[src/rtl/counter_pc_sched_if.sv]
// Job request / response bundle between the requesters and the PC-run scheduler.
// The scheduler takes the slave side; the job sources take the master side.
interface counter_pc_sched_if #(
    parameter int NREQ = 4,
    parameter int PCW  = 16
);
    localparam int IDW = (NREQ > 1) ? $clog2(NREQ) : 1;

    logic [NREQ-1:0]     req_valid;
    logic [NREQ*PCW-1:0] req_stop;
    logic [NREQ-1:0]     req_ready;
    logic                rsp_valid;
    logic                rsp_ready;
    logic [IDW-1:0]      rsp_id;
    logic [PCW-1:0]      rsp_pc;
    logic                rsp_err;

    modport master (
        output req_valid, req_stop, rsp_ready,
        input  req_ready, rsp_valid, rsp_id, rsp_pc, rsp_err
    );

    modport slave (
        input  req_valid, req_stop, rsp_ready,
        output req_ready, rsp_valid, rsp_id, rsp_pc, rsp_err
    );
endinterface

[src/rtl/counter_pc_sched.sv]
// Round-robin scheduler sharing one PC run counter between NREQ job sources:
// grant, clear/launch the counter, watch done/timeout/abort, return the final PC.
module counter_pc_sched #(
    parameter int NREQ = 4,
    parameter int PCW  = 16,
    parameter int TOW  = 20
) (
    input  logic            clk,
    input  logic            rst,
    counter_pc_sched_if.slave jobs,
    input  logic [TOW-1:0]  run_limit,
    input  logic            abort,
    output logic            busy,
    output logic            ctr_clr,
    output logic [PCW-1:0]  ctr_stop,
    input  logic [PCW-1:0]  ctr_pc,
    input  logic            ctr_done
);
    localparam int IDW = (NREQ > 1) ? $clog2(NREQ) : 1;

    typedef enum logic [1:0] {IDLE, CLR, RUN, RESP} state_t;

    state_t          state, next_state;
    logic [IDW-1:0]  rr_ptr;
    logic [TOW-1:0]  run_cnt;
    logic [IDW-1:0]  rsp_id_q;
    logic [PCW-1:0]  rsp_pc_q;
    logic            rsp_err_q;

    logic [NREQ-1:0] ready_c;
    logic            found;
    logic [IDW-1:0]  pick;
    logic [IDW:0]    cand_w;
    logic [IDW-1:0]  cand;
    logic            err_c;
    logic [PCW-1:0]  stops [NREQ];

    function automatic logic [TOW-1:0] sat_inc(input logic [TOW-1:0] v);
        return (&v) ? v : v + TOW'(1);
    endfunction

    function automatic logic [IDW-1:0] ptr_after(input logic [IDW-1:0] p);
        return (p == IDW'(NREQ - 1)) ? '0 : p + IDW'(1);
    endfunction

    for (genvar g = 0; g < NREQ; g++) begin : g_stop
        assign stops[g] = jobs.req_stop[g*PCW +: PCW];
    end

    // Rotating scan starting at rr_ptr; the first valid requester wins.
    always_comb begin
        found  = 1'b0;
        pick   = '0;
        cand_w = '0;
        cand   = '0;
        for (int k = 0; k < NREQ; k++) begin
            cand_w = {1'b0, rr_ptr} + (IDW+1)'(k);
            if (cand_w >= (IDW+1)'(NREQ))
                cand_w = cand_w - (IDW+1)'(NREQ);
            cand = cand_w[IDW-1:0];
            if (!found && jobs.req_valid[cand]) begin
                found = 1'b1;
                pick  = cand;
            end
        end
    end

    always_comb begin
        next_state = state;
        ready_c    = '0;
        err_c      = 1'b0;
        unique case (state)
            IDLE: begin
                if (found) begin
                    ready_c[pick] = 1'b1;
                    next_state    = CLR;
                end
            end
            CLR:  next_state = RUN;
            RUN: begin
                // abort outranks a simultaneous done; done outranks the timeout
                if (abort) begin
                    next_state = RESP;
                    err_c      = 1'b1;
                end else if (ctr_done) begin
                    next_state = RESP;
                end else if (run_limit != '0 && run_cnt == run_limit - TOW'(1)) begin
                    next_state = RESP;
                    err_c      = 1'b1;
                end
            end
            RESP: begin
                if (jobs.rsp_ready)
                    next_state = IDLE;
            end
            default: next_state = IDLE;
        endcase
    end

    always_ff @(posedge clk or posedge rst) begin
        if (rst) begin
            state     <= IDLE;
            rr_ptr    <= '0;
            run_cnt   <= '0;
            ctr_clr   <= 1'b0;
            ctr_stop  <= '0;
            rsp_id_q  <= '0;
            rsp_pc_q  <= '0;
            rsp_err_q <= 1'b0;
        end else begin
            state   <= next_state;
            ctr_clr <= (next_state == CLR);
            if (state == IDLE && found) begin
                ctr_stop <= stops[pick];
                rsp_id_q <= pick;
                rr_ptr   <= ptr_after(pick);
            end
            if (state == CLR)
                run_cnt <= '0;
            else if (state == RUN)
                run_cnt <= sat_inc(run_cnt);
            if (state == RUN && next_state == RESP) begin
                rsp_pc_q  <= ctr_pc;
                rsp_err_q <= err_c;
            end
        end
    end

    assign busy           = (state != IDLE);
    assign jobs.req_ready = ready_c;
    assign jobs.rsp_valid = (state == RESP);
    assign jobs.rsp_id    = rsp_id_q;
    assign jobs.rsp_pc    = rsp_pc_q;
    assign jobs.rsp_err   = rsp_err_q;
endmodule

[src/flat_wrapper.sv]
// flat-port wrapper written by rule: the top's interface ports become plain ports
module counter_pc_sched_flat 
#(
    parameter int NREQ = 4,
    parameter int PCW  = 16,
    parameter int TOW  = 20
)
  (clk, rst, run_limit, abort, busy, ctr_clr, ctr_stop, ctr_pc, ctr_done, jobs_req_valid, jobs_req_stop, jobs_rsp_ready, jobs_req_ready, jobs_rsp_valid, jobs_rsp_id, jobs_rsp_pc, jobs_rsp_err);
  counter_pc_sched_if #(.NREQ(NREQ), .PCW(PCW)) jobs_i ();
  input  logic clk;
  input  logic rst;
  input  logic [TOW-1:0] run_limit;
  input  logic abort;
  output logic busy;
  output logic ctr_clr;
  output logic [PCW-1:0] ctr_stop;
  input  logic [PCW-1:0] ctr_pc;
  input  logic ctr_done;
  input wire logic [$bits(jobs_i.req_valid)-1:0] jobs_req_valid;
  input wire logic [$bits(jobs_i.req_stop)-1:0] jobs_req_stop;
  input wire logic [$bits(jobs_i.rsp_ready)-1:0] jobs_rsp_ready;
  output wire logic [$bits(jobs_i.req_ready)-1:0] jobs_req_ready;
  output wire logic [$bits(jobs_i.rsp_valid)-1:0] jobs_rsp_valid;
  output wire logic [$bits(jobs_i.rsp_id)-1:0] jobs_rsp_id;
  output wire logic [$bits(jobs_i.rsp_pc)-1:0] jobs_rsp_pc;
  output wire logic [$bits(jobs_i.rsp_err)-1:0] jobs_rsp_err;
  assign jobs_i.req_valid = jobs_req_valid;
  assign jobs_i.req_stop = jobs_req_stop;
  assign jobs_i.rsp_ready = jobs_rsp_ready;
  assign jobs_req_ready = jobs_i.req_ready;
  assign jobs_rsp_valid = jobs_i.rsp_valid;
  assign jobs_rsp_id = jobs_i.rsp_id;
  assign jobs_rsp_pc = jobs_i.rsp_pc;
  assign jobs_rsp_err = jobs_i.rsp_err;
  counter_pc_sched #(.NREQ(NREQ), .PCW(PCW), .TOW(TOW)) u_core (.clk(clk), .rst(rst), .jobs(jobs_i), .run_limit(run_limit), .abort(abort), .busy(busy), .ctr_clr(ctr_clr), .ctr_stop(ctr_stop), .ctr_pc(ctr_pc), .ctr_done(ctr_done));
endmodule
[config.mk]
export PLATFORM = sky130hd
export DESIGN_NAME = counter_pc_sched_flat
export DESIGN_NICKNAME = d
export VERILOG_FILES = /design/src/rtl/counter_pc_sched_if.sv /design/src/rtl/counter_pc_sched.sv /design/src/flat_wrapper.sv
export SDC_FILE = /design/constraint.sdc
export NUM_CORES = 1
export LEC_CHECK = 0
export CAP_MARGIN = 15
export CELL_PAD_IN_SITES_DETAIL_PLACEMENT = 1
export CELL_PAD_IN_SITES_GLOBAL_PLACEMENT = 1
export CORE_UTILIZATION = 35
export CTS_BUF_LIST = sky130_fd_sc_hd__clkbuf_16
export DETAILED_ROUTE_END_ITERATION = 12
export HOLD_SLACK_MARGIN = 0.02
export PLACE_DENSITY_LB_ADDON = 0.1
export SLEW_MARGIN = 10
export SYNTH_ARGS = -nofsm -noshare
export SYNTH_HDL_FRONTEND = slang
export SYNTH_SLANG_ARGS = --single-unit
[constraint.sdc]
create_clock -name clk -period 7.9 [get_ports clk]
set_clock_uncertainty 0.1 [all_clocks]
set_input_delay 1.58 -clock clk [delete_from_list [all_inputs] [get_ports clk]]
set_output_delay 1.58 -clock clk [all_outputs]
set_load 0.02 [all_outputs]
==> After elaboration in Yosys (flattened, before gate mapping) <==
Cells that the tools add are included.
{ "classes": {"add_sub_neg": 10, "n_lt_le_gt_ge": 11, "eq_ne": 8, "n_mux": 41, "bitwise": 1, "n_reduce_logical": 16} }
{ "ops": {"columns": ["operator", "n"], "rows": [
  ["20-bit two-way mux", 3],
  ["16-bit binary-select mux with 2-bit select", 1],
  ["16-bit two-way mux", 2],
  ["2-bit two-way mux", 14],
  ["20-bit by 1-bit adder with 20-bit output (second input constant)", 1],
  ["20-bit equality test", 1],
  ["20-bit AND reduction", 1],
  ["20-bit nonzero test", 1],
  ["20-bit by 1-bit subtractor with 20-bit output (second input constant)", 1],
  ["2-bit by 3-bit < comparator with 1-bit output (second input constant)", 5],
  ["1-bit two-way mux", 13],
  ["3-bit >= comparator (second input constant)", 4],
  ["1-bit binary-select mux with 2-bit select", 4],
  ["2-bit equality test (second input constant)", 4],
  ["4-bit two-way mux", 2],
  ["2-bit case mux with 4 select lines", 1],
  ["2-bit by 1-bit subtractor with 2-bit output (second input constant)", 4],
  ["1-bit logical AND", 7],
  ["2-bit by 2-bit adder with 3-bit output (second input constant)", 2],
  ["2-bit by 1-bit equality test with 1-bit output (second input constant)", 2],
  ["2-bit nonzero test", 2],
  ["2-bit by 1-bit adder with 3-bit output (second input constant)", 1],
  ["2-bit by 3-bit >= comparator with 1-bit output (second input constant)", 1],
  ["1-bit logical NOT", 3],
  ["7 further kinds", 7]
]} }
{ "totals": {"ff_bits": 60, "inputBits": 109, "output_inout_bits": 42, "elab_cells": 95} }

==> Longest topological paths before layout <==
Gate-level depths: netlist (run 1).
{ "depth": {"depth_word": 20, "ltp_mapped": 10, "mapped_depth_nobuf": 9} }

==> Worst setup path before layout (run 1) <==
No wires, ideal clock.
{ "synth_path": {"path_kind": "input port to output port", "start": "input port jobs_req_valid[0]", "end": "output port jobs_req_ready[3]", "arrival_ps": 3065, "t_required_ps": 6220, "slack_ps": 3155, "stages": 8, "n_path_buf": 1, "cell_sequence": "nor2b_1 -> a21oi_1 -> o22ai_1 -> a21oi_1 -> clkbuf_1 -> ha_1 -> inv_1 -> nor2_1"} }
{ "synth_between": {"elab_chain_cells": 18, "elab_cells_between_ends": 29, "cone_classes": "order compare: 2; mux: 20; reduce/logical: 7"} }
{ "synth_rtl": {"columns": ["element", "line", "source"], "rows": [
  ["start: declaration", "flat_wrapper.sv:19", "input wire logic [$bits(jobs_i.req_valid)-1:0] jobs_req_valid;"],
  ["1-bit binary-select mux with 2-bit select", "counter_pc_sched.sv:61", "if (!found && jobs.req_valid[cand]) begin"],
  ["1-bit two-way mux (implied by the code)", "counter_pc_sched.sv:61", null],
  ["1-bit two-way mux", "counter_pc_sched.sv:61", null],
  ["1-bit logical NOT", "counter_pc_sched.sv:61", null],
  ["1-bit logical AND", "counter_pc_sched.sv:61", null],
  ["1-bit two-way mux", "counter_pc_sched.sv:61", null],
  ["1-bit logical NOT", "counter_pc_sched.sv:61", null],
  ["1-bit logical AND", "counter_pc_sched.sv:61", null],
  ["(+3 left out)", null, null],
  ["2-bit two-way mux (*)", "counter_pc_sched.sv:61", null],
  ["net u_core.pick[0]", "counter_pc_sched.sv:32", "logic [IDW-1:0] pick;"],
  ["2-bit by 3-bit < comparator with 1-bit output (implied by the code) or 2-bit by 1-bit >= comparator with 1-bit output (tied branches)", "counter_pc_sched.sv:75", "ready_c[pick] = 1'b1;"],
  ["1-bit logical AND (implied by the code)", "counter_pc_sched.sv:75", null],
  ["1-bit two-way mux (implied by the code)", "counter_pc_sched.sv:75", null],
  ["1-bit demux with 2-bit select (*)", null, null],
  ["4-bit two-way mux (*)", "counter_pc_sched.sv:74", "if (found) begin"],
  ["4-bit two-way mux (*)", "counter_pc_sched.sv:72", "unique case (state)"],
  ["end: declaration", "flat_wrapper.sv:22", "output wire logic [$bits(jobs_i.req_ready)-1:0] jobs_req_ready;"]
]} }
The timed path passes the listed nets; every way through them passes the cells marked *. The select of a mux whose other input is x is not followed.

==> Worst setup path in the final report (run 1) <==
{ "layout_path": {"start": "input port jobs_req_valid[0]", "end": "output port jobs_req_ready[3]"} }
{ "layout_between": {"elab_chain_cells": 18, "elab_cells_between_ends": 29, "cone_classes": "order compare: 2; mux: 20; reduce/logical: 7"} }
{ "layout_rtl": {"columns": ["element", "line"], "rows": [
  ["1-bit binary-select mux with 2-bit select", "counter_pc_sched.sv:61"],
  ["1-bit two-way mux (implied by the code)", "counter_pc_sched.sv:61"],
  ["1-bit two-way mux", "counter_pc_sched.sv:61"],
  ["1-bit logical NOT", "counter_pc_sched.sv:61"],
  ["1-bit logical AND", "counter_pc_sched.sv:61"],
  ["1-bit two-way mux", "counter_pc_sched.sv:61"],
  ["1-bit logical NOT", "counter_pc_sched.sv:61"],
  ["1-bit logical AND", "counter_pc_sched.sv:61"],
  ["(+2 left out)", null],
  ["1-bit logical AND", "counter_pc_sched.sv:61"],
  ["2-bit two-way mux", "counter_pc_sched.sv:61"],
  ["2-bit by 3-bit < comparator with 1-bit output (implied by the code) or 2-bit by 1-bit >= comparator with 1-bit output (tied branches)", "counter_pc_sched.sv:75"],
  ["1-bit logical AND (implied by the code)", "counter_pc_sched.sv:75"],
  ["1-bit two-way mux (implied by the code)", "counter_pc_sched.sv:75"],
  ["1-bit demux with 2-bit select", null],
  ["4-bit two-way mux (*)", "counter_pc_sched.sv:74"],
  ["4-bit two-way mux (*)", "counter_pc_sched.sv:72"]
]} }
Mark *: on every way between the ends. The rest lies on a longest branch, timed or not. The select of a mux whose other input is x is not followed.

==> results of run 1 <==
-- state kept, by name (all words and copies together), names as in the netlist --
signal / count
u_core.jobs.rsp_id: 2
u_core.rr_ptr: 2
u_core.run_cnt: 20
u_core.ctr_clr: 1
u_core.jobs.rsp_err: 1
u_core.ctr_stop: 16
u_core.jobs.rsp_pc: 16
u_core.state: 2
-- power by group through the flow --
stage	combinational (µW)	clock [µW]	sequential, µW
after floorplan	456	0	607
after global placement	911	0	519
after detailed placement	941	0	525
after CTS	947	415	524
after global routing	1030	426	540
final	936	405	522
-- Yosys cell counts, types with 2 or more instances --
cell type    n  area, µm²
a22oi_1      2      15.01
nor4_1       8      50.05
inv_1       17      63.81
o22ai_1      4      25.02
and4_1       2      17.52
and3_2       2      15.01
nand4_1      9      56.30
nand3_1     30      150.1
o2111ai_1    2      17.52
xnor2_1     16      140.1
mux2_2       9      101.4
and2_1       3      18.77
or4_1        3      22.52
nor4b_1      2      17.52
dfrtp_1     60       1501
nor2_1      26      97.59
o21ai_0     43      215.2
or2_2        3      18.77
nor3b_1      5      37.54
xor2_1      20      175.2
nand4b_1     2      17.52
nand3b_1     4      30.03
a21o_1       3      22.52
nor2b_1      4      25.02
nand2_1    122      457.9
ha_1        10      125.1
mux2_4      10      150.1
clkbuf_1    22      82.58
a21oi_1      9      45.04
nor3_1       9      45.04
o31ai_1      2      15.01
nand2b_1     6      37.54
or3_1        2      12.51
-- per-stage QoR --
step | util [%] | instance area, µm² | cells
6_report | 52.84 | 6008 | 784
5_1_grt | 52.84 | 6008 | 784
4_1_cts | 52.71 | 5993 | 783
3_5_place_dp | 50.01 | 5685 | 767
3_3_place_gp | 50.01 | 5685 | 767
2_1_floorplan | - | 4074 | 493
-- logic make-up after synthesis --
| logic type | after synthesis | synth area share, % |
|---|---|---|
| compound gates | 77 | 11.98 |
| xor+xnor | 37 | 8.292 |
| fa+ha+maj | 10 | 3.071 |
| buf+inv | 41 | 4.177 |
| flops | 60 | 36.86 |
| mux | 20 | 6.419 |
| simple gates | 248 | 29.21 |
-- worst min-delay path, stage by stage, from the launching register on --
cell and delay (ps):
dfrtp_1 340, nand2_1 50, o21ai_0 60
-- placed cells by master (no fill, tap or decap), types with 5 or more instances in the layout --
cell type,Yosys,final
ha_1,10,10
clkbuf_16,0,9
dfrtp_1,60,60
nand2b_1,6,6
nor4_1,8,8
mux2_4,10,10
nor3b_1,5,5
xor2_1,20,20
nor2_1,26,26
mux2_2,9,9
clkdlybuf4s50_1,0,150
nand2_1,122,122
nor3_1,9,9
nand3_1,30,30
xnor2_1,16,16
inv_1,17,17
a21oi_1,9,8
o21ai_0,43,43
nand4_1,9,9
-- final cells by class --
cell class,instances,area share (%)
clock inverter,7,1.374
sequential,60,24.99
timing repair buffer,155,25.74
inverter,18,1.125
multi-input combinational,392,40.05
clock buffer,9,3.748
tap,143,2.978
-- worst max-delay path by stage --
stage | startpoint | endpoint | slack (ps) | cells past startpoint
finish | jobs_req_valid[0] | jobs_req_ready[3] | 2330 | 10
global route | jobs_req_valid[0] | jobs_req_ready[2] | 2120 | 11
CTS | jobs_req_valid[1] | jobs_req_ready[1] | 1630 | 9
detailed placement | jobs_req_valid[1] | jobs_req_ready[1] | 1640 | 9
global placement | jobs_req_valid[1] | jobs_req_ready[0] | 1730 | 9
floorplan | jobs_req_valid[0] | jobs_req_ready[3] | 3160 | 8
-- per-layer routing --
| layer | routed length, µm | part of all wire, % | vias to the layer above | global-route usage (%) |
|---|---|---|---|---|
| met5 | 0 | 0 | - | 0 |
| met2 | 6231 | 50 | 125 | 36.65 |
| li1 | - | - | 1987 | - |
| met3 | 853 | 6.8 | 14 | 6.224 |
| met1 | 5160 | 41 | 1945 | 24.67 |
| met4 | 217 | 1.7 | 0 | 8.286 |
==> results_dict.tcl, run 1 <==
set metrics [dict create \
    cap_violations 0 \
    vias 4071 \
    min_to "u_core.ctr_stop[2]" \
    share_comb_of_total_power_pct 50.2 \
    cts_sinks 60 \
    switching_share_pct 39.43 \
    cts_tree "done" \
    syn_inst 493 \
    ctsRootBufferMaster "clkbuf_16" \
    r2r_end "u_core.jobs.rsp_pc[15]" \
    worstReg2RegStart "u_core.run_cnt[14]" \
    seqPwrFrac_pct 28.0 \
    slowest_delay_ps 630 \
    viasPerCell 5.193 \
    crit_top_cell "clkdlybuf4s50_1" \
    final_nets 755 \
    netSwitchingPower_uw 734.4 \
    yosysSeqAreaShare_pct 36.86 \
    hold_violations 0 \
    die-area_um2 12070 \
    yosys_warnings 0 \
    cp.buffers_inverters 4 \
    wl_um 12460 \
    hold_path_class "reg2reg" \
    core_um2 11370 \
    postCtsSetupBuffers 0 \
    syn_nets 612 \
    grt_max_degree 61 \
    cts_hold_buf 0 \
    gp_congestion 0.8145 \
    async_flop_share_pct 100.0 \
    p_leak_uw 0.002548 \
    relSlewSlack_pct 36.38 \
    cts_resized 0 \
    status "finished, violations left" \
    cts_buffers 9 \
    critical-path-top-delay-family "buffers and inverters" \
    fin_ws_ps 2332 \
    grt_pass1_wl_um 19750 \
    start_util_pct 35.83 \
    n_antenna_cell 0 \
    antenna_found_initial 0 \
    endpoint_kind "output port" \
    multi_input_area_um2 2406 \
    cts_buffer_depth 2 \
    tns_ps 0 \
    avgSynthCellArea_um2 8.264 \
    final_antenna_net_count 0 \
    crit_type "in2out" \
    die_w_um 109.9 \
    p_int_uw 1128 \
    layout_min_cycle_time_ps 5568 \
    ys.flop_type "dfrtp_1" \
    ys_seq_elements 60 \
    worstHoldStart "u_core.ctr_stop[2]" \
    htreeDepth 3 \
    fp.dieH_um 109.9 \
    pre_cts_ws_ps 1638 \
    clk_pin_slew_worst_paths_ps 50 \
    violations "DRC" \
    fin_crit_sh_pct 70.48 \
    route.detailed.drc 1 \
    path_max_fanout 36 \
    path_cells "clkdlybuf4s50_1 -> nor2b_1 -> a21oi_1 -> o22ai_1 -> a21oi_2 -> buf_4 -> ha_1 -> inv_1 -> nor2_1 -> clkdlybuf4s50_1" \
    num_rows 39 \
    io_pins 151 \
    fmaxAchievable_ghz 0.1796 \
    critical_path_arrival_ps 3890 \
    drt_iter0_markers 117 \
    reg2reg_depth 7 \
    synth_cell_types 55 \
    worstSkewPairLatency_ps 330 \
    hold_slack_ps 377.1 \
    holdPathStages 2 \
    grt_usage_pct 21.26 \
    peakVddDrop_uv 169.6 \
    critPathRequiredTime_ps 6220 \
    regArea_um2 1501 \
    wire_per_inst_um 15.90 \
    mappedNetlistArea_um2 4074 \
    grt_pass1_vias 4211 \
    pwr-share-clk_pct 21.7 \
    ff2ff_setup_slack_ps 4650 \
    synthToLayoutAreaGrowth_pct 47.48 \
    drive_gt1_share_pct 8.424 \
    powerDensity_nw_per_um2 310.0 \
    setup-violations-final 0 \
    total_power_uw 1862 \
    firstDrtPassIters 8 \
    worst_pin_slew_ps 947.1 \
    synth-edff-count 0 \
    port_buffers 150 \
    fillCellCount 1366 \
    place_hpwl_um 9588 \
    cp_slowest_cell "clkdlybuf4s50_1" \
    rsz0062_at_grt "no" \
    slew_viol_final 0 \
    grt-ovfl-total 0 \
    start_kind "primary input" \
]
Note: power is estimated with default switching activity, not from simulation.
==> inputs of run 2 (changes only) <==
- CORE_UTILIZATION: 35 -> 32
- clock period: 7.9 -> 5.66 ns (I/O delays scaled with it)
==> run 2 against run 1 <==
Effect of this change:
- the flow now finishes without violations
- sequential power rose by 40%
- critical endpoint is now jobs_req_ready[1]
- register-to-register slack got worse by 2200 ps
- largest power group unchanged
- utilization fell by 3.3 points
- die area rose by 9.2%
- sequential share of layout area fell by 0.17 points
- first-iteration DRC count rose by 7.7%
==> results_dict.tcl, run 2 (synthesis gave the netlist of run 1 again) <==
set metrics [dict create \
    status "completed" \
    hold_slack_ps 388.1 \
    route.detailed.drc 0 \
    pre_cts_ws_ps 717.6 \
    slowest_delay_ps 710 \
    setup-violations-final 0 \
    die-area_um2 13190 \
    tns_ps 0 \
    total_power_uw 2635 \
    io_pins 151 \
    ff2ff_setup_slack_ps 2500 \
    core_um2 12210 \
    holdPathStages 2 \
    cts_buffers 9 \
    crit_type "in2out" \
    cts_buffer_depth 2 \
    critical_path_arrival_ps 3600 \
    num_rows 40 \
    final-instance-count-excl-fill 810 \
    crit_top_cell "clkdlybuf4s50_1" \
    cts_resized 0 \
    peakVddDrop_uv 153.8 \
    grt_usage_pct 21.23 \
    postCtsSetupBuffers 0 \
    firstDrtPassIters 4 \
    powerDensity_nw_per_um2 435.6 \
    slew_viol_final 0 \
    htreeDepth 3 \
    grt_pass1_vias 4407 \
    top_register "u_core.run_cnt" \
    path_cells "clkdlybuf4s50_1 -> nor4_1 -> nand2b_1 -> buf_4 -> nor2_1 -> clkdlybuf4s50_1" \
    cts_tree "done" \
    cts_hold_buf 0 \
    rsz0062_at_grt "no" \
    critPathRequiredTime_ps 4430 \
    cp_slowest_cell "nor4_1" \
    largest_reg_flops 20 \
    vias 4038 \
    critical-path-top-delay-family "buffers and inverters" \
    gp_congestion 0.8688 \
    layout_min_cycle_time_ps 4835 \
    p_leak_uw 0.002538 \
    drive_gt1_share_pct 8.723 \
    hold_path_class "reg2reg" \
    antenna_found_initial 0 \
    viasPerCell 4.985 \
    grt_pass1_wl_um 21820 \
    min_to "u_core.jobs.rsp_id[1]" \
    die_w_um 114.8 \
    grt_max_degree 61 \
    relSlewSlack_pct 39.25 \
    worst_pin_slew_ps 904.3 \
    wl_um 13120 \
    cp.buffers_inverters 3 \
    fmaxAchievable_ghz 0.2068 \
    synthToLayoutAreaGrowth_pct 48.46 \
    place_hpwl_um 10040 \
    reg2reg_depth 7 \
    r2r_end "u_core.jobs.rsp_pc[14]" \
    start_kind "primary input" \
    wire_per_inst_um 16.19 \
    start_util_pct 33.36 \
    path_max_fanout 12 \
    worstReg2RegStart "u_core.run_cnt[14]" \
    fin_ws_ps 824.7 \
    fin_crit_sh_pct 85.43 \
    drt_iter0_markers 126 \
    n_antenna_cell 0 \
    mostFrequentLayoutCells "clkdlybuf4s50_1 (150), nand2_1 (122), dfrtp_1 (60)" \
    cap_violations 0 \
    hold_violations 0 \
    final_nets 756 \
    final_common_cell "clkdlybuf4s50_1" \
    placed_cells 794 \
    cts_sinks 60 \
    clk_pin_slew_worst_paths_ps 50 \
    worstHoldStart "u_core.jobs.rsp_id[1]" \
    ctsRootBufferMaster "clkbuf_16" \
    port_buffers 150 \
    endpoint_kind "output port" \
    fp.dieH_um 114.8 \
    grt-ovfl-total 0 \
    final_antenna_net_count 0 \
    worstSkewPairLatency_ps 330 \
]
-- run 2: changes by cell type in the layout (fill, tap and decap cells not counted) --
cell / previous run / this run
inv_1: 17 / 16
buf_8: 1 / 0
clkinvlp_4: 0 / 3
clkinv_2: 3 / 1
buf_4: 4 / 6
-- run 2: worst register-to-register path: stages, from the launching register on --
cell	delay [ps]
dfrtp_1	460
xnor2_1	190
or3_1	380
a211o_1	330
a2111oi_4	380
nand4_2	180
a21oi_4	610
mux2_2	420
-- run 2: layout make-up --
class	count	area, µm²
Clock buffer	9	225.2
Timing Repair Buffer	156	1546
Clock inverter	7	91.34
Multi-Input combinational cell	392	2406
Inverter	18	67.56
Tap cell	168	210.2
Sequential cell	60	1501
Fill cell	1495	6163
-- run 2: how the worst max path moves through the flow --
stage	startpoint	to	slack, ps	depth (start not counted)
final	jobs_req_valid[1]	jobs_req_ready[1]	820	6
after global routing	jobs_req_valid[0]	jobs_req_ready[1]	690	6
after CTS	jobs_req_valid[0]	jobs_req_ready[1]	800	6
after detailed placement	run_limit[0]	u_core.jobs.rsp_pc[14]	720	10
after global placement	jobs_req_valid[1]	jobs_req_ready[1]	810	6
after floorplan	jobs_req_valid[0]	jobs_req_ready[3]	1810	8
-- run 2: per-stage QoR --
stage	cell area [µm²]	util [%]
4_1_cts	6048	49.53
6_report	6048	49.53
3_3_place_gp	5732	46.94
5_1_grt	6048	49.53
3_5_place_dp	5732	46.94
2_1_floorplan	4074	-
-- run 2: power by group --
group | internal (µW) | leakage, µW | switching [µW] | total, µW
Clock | 382 | 0.000145 | 200 | 582
Sequential | 595 | 0.000760 | 135 | 731
Combinational | 602 | 0.00163 | 720 | 1320
-- run 2: layer usage --
layer  track usage, %  vias to the layer above  part of all wire (%)
met2            37.01                      106                    49
met4            6.147                        0                   1.6
met3            6.062                       16                   6.1
li1                 -                     1986                     -
met5                0                        -                     0
met1            25.49                     1930                    43
==> inputs of run 3 (changes only) <==
- CAP_MARGIN: 15 -> 20
- CORE_ASPECT_RATIO: not set -> 1.4
==> run 3 against run 2 <==
Effect of this change:
- fmax increased by 2.3%
- sequential share of layout area is 0.19 points higher
- combinational power is essentially flat
- first-iteration DRC count down 27%
- non-clock buffer count did not move
- die area hardly changed
- critical endpoint is now jobs_req_ready[3]
- via count increased by 0.27%
- worst setup slack better by 110 ps
- flip-flop and latch count is the same
- routed wire length fell by 4.0%
- sequential power barely moved
- utilization decreased by 1.0 points
==> results_dict.tcl, run 3 (synthesis gave the netlist of run 1 again) <==
set metrics [dict create \
    final_antenna_net_count 0 \
    route.detailed.drc 0 \
    port_buffers 150 \
    drive_gt1_share_pct 8.723 \
    largest_reg_flops 20 \
    stdcell_area_um2 6002 \
    final_nets 756 \
    worst_pin_slew_ps 894.3 \
    setup-violations-final 0 \
    grt_usage_pct 19.61 \
    critical_path_arrival_ps 3500 \
    die_w_um 97.36 \
    ctsRootBufferMaster "clkbuf_16" \
    crit_type "in2out" \
    htreeDepth 3 \
    cts_buffers 9 \
    hold_slack_ps 384.9 \
    io_pins 151 \
    final_core_util_pct 48.51 \
    crit_top_cell "clkdlybuf4s50_1" \
    hold_violations 0 \
    synthToLayoutAreaGrowth_pct 47.33 \
    peakVddDrop_uv 198.5 \
    antenna_found_initial 0 \
    slew_viol_final 0 \
    drt_iter0_markers 92 \
    ff2ff_setup_slack_ps 2480 \
    cts_buffer_depth 2 \
    grt-ovfl-total 0 \
    place_hpwl_um 9803 \
    cts_tree "done" \
    wire_per_inst_um 15.89 \
    layout_min_cycle_time_ps 4728 \
    total_power_uw 2569 \
    p_leak_uw 0.002536 \
    critical-path-top-delay-family "buffers and inverters" \
    cp.buffers_inverters 4 \
    mostFrequentLayoutCells "clkdlybuf4s50_1 (150), nand2_1 (122), dfrtp_1 (60)" \
    status "completed" \
    postCtsSetupBuffers 0 \
    top_register "u_core.run_cnt" \
    gp_congestion 0.8091 \
    cts_resized 0 \
    grt_pass1_wl_um 20530 \
    cp_slowest_cell "clkdlybuf4s50_1" \
    cts_hold_buf 0 \
    powerDensity_nw_per_um2 428.0 \
    final_common_cell "clkdlybuf4s50_1" \
    fillCellCount 1503 \
    fp.dieH_um 135.5 \
    tns_ps 0 \
    critPathRequiredTime_ps 4430 \
    firstDrtPassIters 4 \
    endpoint_kind "output port" \
    cts_sinks 60 \
    hold_path_class "reg2reg" \
    worstSkewPairLatency_ps 330 \
    fin_crit_sh_pct 83.53 \
    grt_pass1_vias 4180 \
    viasPerCell 5.112 \
    fmaxAchievable_ghz 0.2115 \
    clk_pin_slew_worst_paths_ps 60 \
    multi_input_area_um2 2406 \
    place_area_um2 5709 \
    num_rows 48 \
    slowest_delay_ps 630 \
    n_antenna_cell 0 \
    start_util_pct 32.93 \
    vias 4049 \
    regArea_um2 1501 \
    path_cells "clkdlybuf4s50_1 -> a21o_1 -> a21oi_1 -> o22a_1 -> buf_4 -> ha_1 -> inv_1 -> nor2_1 -> clkdlybuf4s50_1" \
    start_kind "primary input" \
    core_um2 12370 \
    wl_um 12590 \
    rsz0062_at_grt "no" \
    relSlewSlack_pct 39.92 \
    cap_violations 0 \
    path_max_fanout 34 \
    die-area_um2 13190 \
    grt_max_degree 39 \
]
-- run 3: changes by cell type in the layout (fill, tap and decap cells not counted) --
cell        change
clkinv_2        +1
inv_6           +1
clkinvlp_4      -1
inv_1           +1
clkinv_1        -1
bufinv_16       -1
-- run 3: cell type report --
cell class              instances  area share (%)
multi-input cells             392           40.09
well taps                     150           3.127
inverters                      18           1.126
clock inverters                 7           1.126
repair buffers                156           25.77
flip-flops and latches         60           25.02
clock buffers                   9           3.752
-- run 3: metal layers --
metal	GRT usage (%)	wire length, µm	up-vias
met3	5.934	716	17
met2	36.17	6772	103
met5	0	0	-
li1	-	-	1989
met1	21.19	4866	1940
met4	6.618	231	0
-- run 3: worst register-to-register path, stage by stage, from the launching register on --
cell and delay (ps):
dfrtp_1 440, xnor2_1 190, or3_1 380, a211o_1 330, a2111oi_4 390, nand4_2 170
a21oi_4 630, mux2_2 420
-- run 3: final timing paths --
check	cells after the start	end	start
setup / recovery	9	jobs_req_ready[3]	jobs_req_valid[1]
hold / removal	2	u_core.ctr_stop[5]	u_core.ctr_stop[5]
setup reg to reg	7	u_core.jobs.rsp_pc[15]	u_core.run_cnt[14]
hold reg to reg	2	u_core.ctr_stop[5]	u_core.ctr_stop[5]
max in group asynchronous	3	u_core.ctr_stop[2]	rst
min in group asynchronous	2	u_core.jobs.rsp_pc[11]	rst
-- run 3: power by group --
group	internal, µW	switching, µW	total (µW)
Sequential	595	133	728
Clock	338	197	535
Combinational	596	709	1310
Total	1530	1040	2570
-- run 3: stage by stage --
step | worst slack, ps | instances
detailed placement | 715.8 | 776
floorplan | 1811 | 493
global placement | 863.9 | 776
CTS | 887.1 | 792
global route | 678.8 | 792
finish | 932.3 | 792
